<file path="config.mk">
export PLATFORM = sky130hd
export DESIGN_NAME = ddr3_overflow_monitor
export DESIGN_NICKNAME = d
export VERILOG_FILES = /design/src/rtl/ddr3_overflow_monitor.sv
export SDC_FILE = /design/constraint.sdc
export NUM_CORES = 1
export LEC_CHECK = 0
export CORE_ASPECT_RATIO = 1.75
export CORE_MARGIN = 10
export CORE_UTILIZATION = 45
export DETAILED_ROUTE_END_ITERATION = 8
export PLACE_DENSITY_LB_ADDON = 0.25
export SYNTH_ARGS = -nofsm -noshare
export SYNTH_HDL_FRONTEND = slang
export SYNTH_SLANG_ARGS = --single-unit
export TNS_END_PERCENT = 5
</file>
<file path="constraint.sdc">
create_clock -name clk -period 2.8 [get_ports clk]
set_clock_uncertainty 0.2 [all_clocks]
set_input_delay 0.56 -clock clk [delete_from_list [all_inputs] [get_ports clk]]
set_output_delay 0.56 -clock clk [all_outputs]
set_load 0.005 [all_outputs]
</file>
<file path="src/rtl/ddr3_overflow_monitor.sv">
// DDR3 event-buffer occupancy tracker with a watermark/hold-time overflow warning and sticky error flags.
// Define DDR3_OVF_STATS_EN to build the peak-occupancy register; otherwise peak_occupancy is tied to 0.
module ddr3_overflow_monitor #(
    parameter int CNT_W    = 16,
    parameter int HIGH_WM  = 49152,
    parameter int LOW_WM   = 32768,
    parameter int HOLD_CYC = 1024,
    parameter int HOLD_W   = 16
) (
    input  logic             clk,
    input  logic             reset,
    input  logic             wr_burst,
    input  logic             rd_burst,
    input  logic             clear,
    output logic [CNT_W-1:0] occupancy,
    output logic             ddr3_full,
    output logic             ddr3_overflow_warning,
    output logic             overflow_err,
    output logic             underflow_err,
    output logic [CNT_W-1:0] peak_occupancy
);

    localparam logic [CNT_W-1:0]  OCC_MAX   = {CNT_W{1'b1}};
    localparam logic [CNT_W-1:0]  HIGH_LVL  = CNT_W'(HIGH_WM);
    localparam logic [CNT_W-1:0]  LOW_LVL   = CNT_W'(LOW_WM);
    localparam logic [HOLD_W-1:0] HOLD_LOAD = HOLD_W'(HOLD_CYC - 1);

    typedef enum logic [1:0] {
        ST_OK   = 2'd0,
        ST_HOLD = 2'd1,
        ST_WARN = 2'd2
    } state_e;

    logic [CNT_W-1:0]  occ_q, occ_d;
    logic              ovf_q, ovf_d;
    logic              unf_q, unf_d;
    state_e            state_q;
    logic [HOLD_W-1:0] hold_q;
    logic              warn_q;

    // Simultaneous write and read cancel out, so neither error flag can fire on that cycle.
    always_comb begin
        occ_d = occ_q;
        ovf_d = ovf_q;
        unf_d = unf_q;
        if (clear) begin
            occ_d = '0;
            ovf_d = 1'b0;
            unf_d = 1'b0;
        end else if (wr_burst && !rd_burst) begin
            if (occ_q == OCC_MAX) begin
                ovf_d = 1'b1;
            end else begin
                occ_d = occ_q + 1'b1;
            end
        end else if (rd_burst && !wr_burst) begin
            if (occ_q == '0) begin
                unf_d = 1'b1;
            end else begin
                occ_d = occ_q - 1'b1;
            end
        end
    end

    always_ff @(posedge clk or negedge reset) begin
        if (!reset) begin
            occ_q <= '0;
            ovf_q <= 1'b0;
            unf_q <= 1'b0;
        end else begin
            occ_q <= occ_d;
            ovf_q <= ovf_d;
            unf_q <= unf_d;
        end
    end

    // Warning FSM works on registered occupancy; warn_q is the decode of the state being entered.
    always_ff @(posedge clk or negedge reset) begin
        if (!reset) begin
            state_q <= ST_OK;
            hold_q  <= '0;
            warn_q  <= 1'b0;
        end else if (clear) begin
            state_q <= ST_OK;
            hold_q  <= '0;
            warn_q  <= 1'b0;
        end else begin
            case (state_q)
                ST_OK: begin
                    if (occ_q >= HIGH_LVL) begin
                        state_q <= ST_HOLD;
                        hold_q  <= HOLD_LOAD;
                        warn_q  <= 1'b1;
                    end else begin
                        warn_q  <= 1'b0;
                    end
                end
                ST_HOLD: begin
                    warn_q <= 1'b1;
                    if (hold_q == '0) begin
                        state_q <= ST_WARN;
                    end else begin
                        hold_q <= hold_q - 1'b1;
                    end
                end
                ST_WARN: begin
                    if (occ_q <= LOW_LVL) begin
                        state_q <= ST_OK;
                        warn_q  <= 1'b0;
                    end else begin
                        warn_q  <= 1'b1;
                    end
                end
                default: begin
                    state_q <= ST_OK;
                    hold_q  <= '0;
                    warn_q  <= 1'b0;
                end
            endcase
        end
    end

`ifdef DDR3_OVF_STATS_EN
    logic [CNT_W-1:0] peak_q, peak_d;

    always_comb begin
        peak_d = peak_q;
        if (clear) begin
            peak_d = '0;
        end else if (occ_q > peak_q) begin
            peak_d = occ_q;
        end
    end

    always_ff @(posedge clk or negedge reset) begin
        if (!reset) begin
            peak_q <= '0;
        end else begin
            peak_q <= peak_d;
        end
    end

    assign peak_occupancy = peak_q;
`else
    assign peak_occupancy = '0;
`endif

    assign occupancy             = occ_q;
    assign ddr3_full             = (occ_q == OCC_MAX);
    assign ddr3_overflow_warning = warn_q;
    assign overflow_err          = ovf_q;
    assign underflow_err         = unf_q;

endmodule
</file>
======== Word-level counts from Yosys, hierarchy flattened ========
Cells that the tools add are included.
operators by class
  add/sub/neg operators ................... 3
  $mul .................................... 0
  div/mod/pow operators ................... 0
  magnitude comparators ................... 2
  equality and inequality tests ........... 11
  shift-type cells ........................ 0
  mux-type cells .......................... 25
  bitwise gates (word level) .............. 0
  reduce and logical (&&, ||, !) cells .... 17
operators with widths
  cell                   number
  $mux 16                8
  $pmux 16 s3            1
  $logic_not 16->1       2
  $sub 16x1->16 const B  2
  $ne 3x3->1 const B     6
  $add 16x1->16 const B  1
  $eq 16x16->1 const B   1
  $ge 16x16->1 const B   1
  $le 16x16->1 const B   1
  $reduce_and 3->1       4
  $mux 1                 10
  $mux 2                 4
  $reduce_bool 2->1      4
  $pmux 2 s3             1
  $ne 2x2->1 const B     2
  $pmux 1 s3             1
  $reduce_bool 3->1      1
  $eq 2x1->1 const B     1
  $eq 2x2->1 const B     1
  $logic_and 1x1->1      2
  $logic_not 1->1        2
  $logic_not 2->1        1
  $reduce_and 2->1       1
word-level totals
  register bits ........................... 37
  bits in latches ......................... 0
  RAM bits ................................ 0
  memory bits (read-only) ................. 0
  input bits .............................. 5
  logic and storage cells ................. 64
  memories kept ........................... 0

======== Logic depth before layout (Yosys ltp) ========
  depth in word-level cells ............... 5
  gate-level depth with buffers ........... 10
  mapped depth without buffers ............ 9

======== Worst setup path before layout ========
Ideal clock, no wire load.
  path type ............................... input to register
  start point ............................. input port wr_burst
  end point ............................... register occ_q[15], in the netlist occupancy[15]
  library setup time ...................... 0.125 ns
  arrival ................................. 2.838 ns
  setup slack ............................. -0.364 ns
  stages on the path ...................... 9
  path buffers ............................ 0
  path through ............................ nor2b_1 > inv_1 > ha_1 > and3_1 > a221oi_2 > a211o_1 > mux2i_1 > and4bb_1 > mux2_4
on the way
  longest elaborated chain between the ends .. 4
ends and longest elaborated chain
  item                                RTL line  text
  start, declared                     12        input logic wr_burst,
  $logic_not 1->1                     56        end else if (rd_burst && !wr_burst) begin
  $logic_and 1x1->1                   56
  $reduce_bool 3->1 (no source line)  -
  $reduce_and 3->1 (no source line)   -
  end signal, assigned                67        occ_q <= '0;
  end signal, assigned                71        occ_q <= occ_d;
  end, declared                       34        logic [CNT_W-1:0] occ_q, occ_d;
Several ways; a longest one is shown, not always the timed one.
A chain may end at the register's enable or synchronous reset.

======== Worst setup path after layout ========
Ends and elaborated chain as after synthesis.

==> results.sh <==
export IMPL_antennaDiodeCount=0
export IMPL_synth_fa_ha_area_share_pct=8.82
export IMPL_grt_met2_usage_pct=30.6
export IMPL_yosysWarnings=0
export IMPL_initial_core_util_pct=46.9
export IMPL_crit_chain="dlygate4sd2_1, nor2b_4, inv_6, buf_6, ha_4, a211oi_2, o21a_1, a211o_1, mux2i_1, and4bb_1, mux2_4"
export IMPL_violations="setup timing"
export IMPL_via_per_inst=5.61
export IMPL_fin_crit_sh_pct=100
export IMPL_crit_path_start_kind="input port"
export IMPL_antenna_found_initial=0
export IMPL_wl_per_cell_um=16.2
export IMPL_critPathArrivalTime_ps=2800
export IMPL_core_area_mm2=0.00593
export IMPL_htreeDepth=2
export IMPL_dp_hpwl_um=5890
export IMPL_cts_buffers=5
export IMPL_async_flop_share_pct=100
export IMPL_required_ps=2790
export IMPL_synth_area_mm2=0.00278
export IMPL_power_share_clock_pct=17.2
export IMPL_holdCritPathClass="in2async"
export IMPL_final_common_cell="buf_4"
export IMPL_design_power_total_uw=2850
export IMPL_r2r_end="hold_q[14]$_DFFE_PN0P_"
export IMPL_use_met3_pct=3.61
export IMPL_die_y_um=124
export IMPL_grt_use_total_pct=16.6
export IMPL_grt_setup_unrepaired="yes"
export IMPL_gr_total_overflow=0
export IMPL_syn_area_per_cell_um2=8.53
export IMPL_max_stage_delay_ps=320
export IMPL_leakage_uw=0.00166
export IMPL_tns_ps=-9.19
export IMPL_p_int_uw=1710
export IMPL_post_route_min_period_ps=2810
export IMPL_grt_pass1_wl_um=13300
export IMPL_dr_total_vias=2664
export IMPL_ant_nets=0
export IMPL_end_kind="register"
export IMPL_finalHoldViolCount=0
export IMPL_firstDrtPassIters=6
export IMPL_initialDrtViolationCount=126
export IMPL_wl_um=7680
export IMPL_synthSimpleGateAreaFrac_pct=23.2
export IMPL_clock_path_buffers=2
export IMPL_syn_to_final_growth_pct=30.1
export IMPL_cts_tree="yes"
export IMPL_maxCapViolCount=0
export IMPL_synth_ff_latch_count=37
export IMPL_synth_cells=326
export IMPL_power_density_mw_per_mm2=788
export IMPL_netSwitchingFraction_pct=40.1
export IMPL_r2r_cells=7
export IMPL_routabilityCongestion=0.902
export IMPL_synth_flop_cell="dfrtp_1"
export IMPL_grt_pass1_vias=2791
export IMPL_r2r_start="hold_q[0]$_DFFE_PN0P_"
export IMPL_drc=0
export IMPL_cts_sinks=37
export IMPL_synth_top_area_share_pct=33.3
export IMPL_synth_top_family_by_area="simple AND/OR/NAND/NOR gates"
export IMPL_crit_type="in2reg"
export IMPL_die_w_um=79.4
export IMPL_setup_viol=1
export IMPL_dieArea_mm2=0.00985
export IMPL_combPwrFrac_pct=55.8
export IMPL_fin_ws_ps=-9.19
export IMPL_r2r_slack_ps=330
export IMPL_relSlewSlack_pct=44.2
export IMPL_synthXorXnorAreaFrac_pct=3.15
export IMPL_ys_top_cells_by_area="dfrtp_1, ha_1, o21ai_0"
export IMPL_fmax_ghz=0.356
export IMPL_ir_worst_vdd_v=0.000395
export IMPL_ys_types=58
export IMPL_fin_nets=420
export IMPL_tightest_slew_ps=837
export IMPL_clk_pin_slew_ps=80
export IMPL_p_switching_uw=1150
export IMPL_drive_gt1_share_pct=22.2
export IMPL_final_core_util_pct=61.1
export IMPL_rows=37
export IMPL_worst_path_max_fanout=7
export IMPL_synthMuxAreaShare_pct=1.26
export IMPL_synth_area_leader_cell="dfrtp_1"
export IMPL_worstSkewPairLatency_ps=290
export IMPL_synth_edff_count=0
export IMPL_grtUsageMet1_pct=17.6
export IMPL_ioPinCount=41
export IMPL_grt_max_degree=38
export IMPL_cp_slowest_cell="a211o_1"
export IMPL_io_buffers=24
export IMPL_cts_root_buffer="clkbuf_8"
export IMPL_status="complete, but fails checks"
export IMPL_power_frac_seq_pct=27.0
export IMPL_synth_compound_area_share_pct=22.7
export IMPL_globalRoute_busiestLayer="met2"
export IMPL_layout_common_cells="buf_4, dfrtp_1, nand2_1, o21ai_0, nor2_1"
export IMPL_dp_slack_ps=-636
export IMPL_yosysSeqAreaShare_pct=33.3
export IMPL_drv_slew=0
export IMPL_hold_buffers=0
## logic make-up after synthesis
group                      count (synthesis)
xor gates and xnor gates                  10
buffers and inverters                     36
muxes                                      3
adders and majority gates                 19
AOI/OAI and AO/OA                         97
other                                      1
and+or+nand+nor                          123
DFF                                       37
## registers in the layout, summed over array words and instances, names as in the netlist
register / cells
state_q: 2
overflow_err: 1
hold_q: 16
underflow_err: 1
ddr3_overflow_warning: 1
occupancy: 16
## per-stage QoR
stage | instance area [µm²] | instances | hold WS (ps)
3_5_place_dp | 3450 | 464 | 282
6_report | 3620 | 475 | 152
4_1_cts | 3610 | 475 | 182
2_1_floorplan | 2920 | 341 | 64.4
3_3_place_gp | 3450 | 464 | 283
5_1_grt | 3620 | 475 | 219
## layer usage
metal | vias up | share of wire, %
met5 | - | 0
met4 | 0 | 2.2
met3 | 14 | 3.5
met2 | 56 | 55
met1 | 1293 | 39
li1 | 1301 | -
## final cells by class
cell class              count  area (µm²)
clock buffers               6        82.6
clock inverters             2        37.5
fillers                   572        2310
inverters                   6        27.5
multi-input cells         268        1810
flip-flops and latches     37         926
well taps                  78        97.6
repair buffers             77         639
repair inverters            1        3.75
## what timing repair did
| item | CTS | global route |
|---|---|---|
| cloned | 1 | 0 |
| pin swaps | 3 | 0 |
| setup endpoints to repair | 7 | 5 |
| setup buffers | 2 | 0 |
| resized for setup | 8 | 3 |
## power by group through the flow
stage,combinational (µW),sequential [µW],clock (µW)
2_1_floorplan,960,734,0
3_3_place_gp,1510,773,0
3_5_place_dp,1540,776,0
4_1_cts,1580,769,501
5_1_grt,1770,789,526
6_report,1590,770,492
## critical path, delay by kind of cell
family	cells	cell delay (ps)
AO/OA/AOI/OAI	3	590
adder cells (fa/ha/maj)	1	270
buffers and inverters	3	430
multiplexers	2	420
AND/OR/NAND/NOR	2	510
## worst max-delay path by stage
stage	startpoint	endpoint	slack [ps]	depth (start not counted)
3_5_place_dp	wr_burst	occupancy[15]$_DFFE_PN0P_	-640	11
2_1_floorplan	wr_burst	occupancy[15]$_DFFE_PN0P_	-2	9
6_report	wr_burst	occupancy[15]$_DFFE_PN0P_	-9	11
5_1_grt	wr_burst	occupancy[15]$_DFFE_PN0P_	-70	11
4_1_cts	wr_burst	occupancy[15]$_DFFE_PN0P_	4	11
3_3_place_gp	wr_burst	occupancy[15]$_DFFE_PN0P_	-600	11
## cell usage after synthesis (7+ instances only)
master / number
clkbuf_1: 9
o21ai_0: 29
dfrtp_1: 37
nand4_1: 7
nand2_1: 31
ha_1: 18
buf_4: 16
a21o_1: 7
a21oi_1: 24
a211oi_1: 9
nand3_1: 19
nor2_1: 26
No activity file was read; power rests on OpenSTA's default activity.
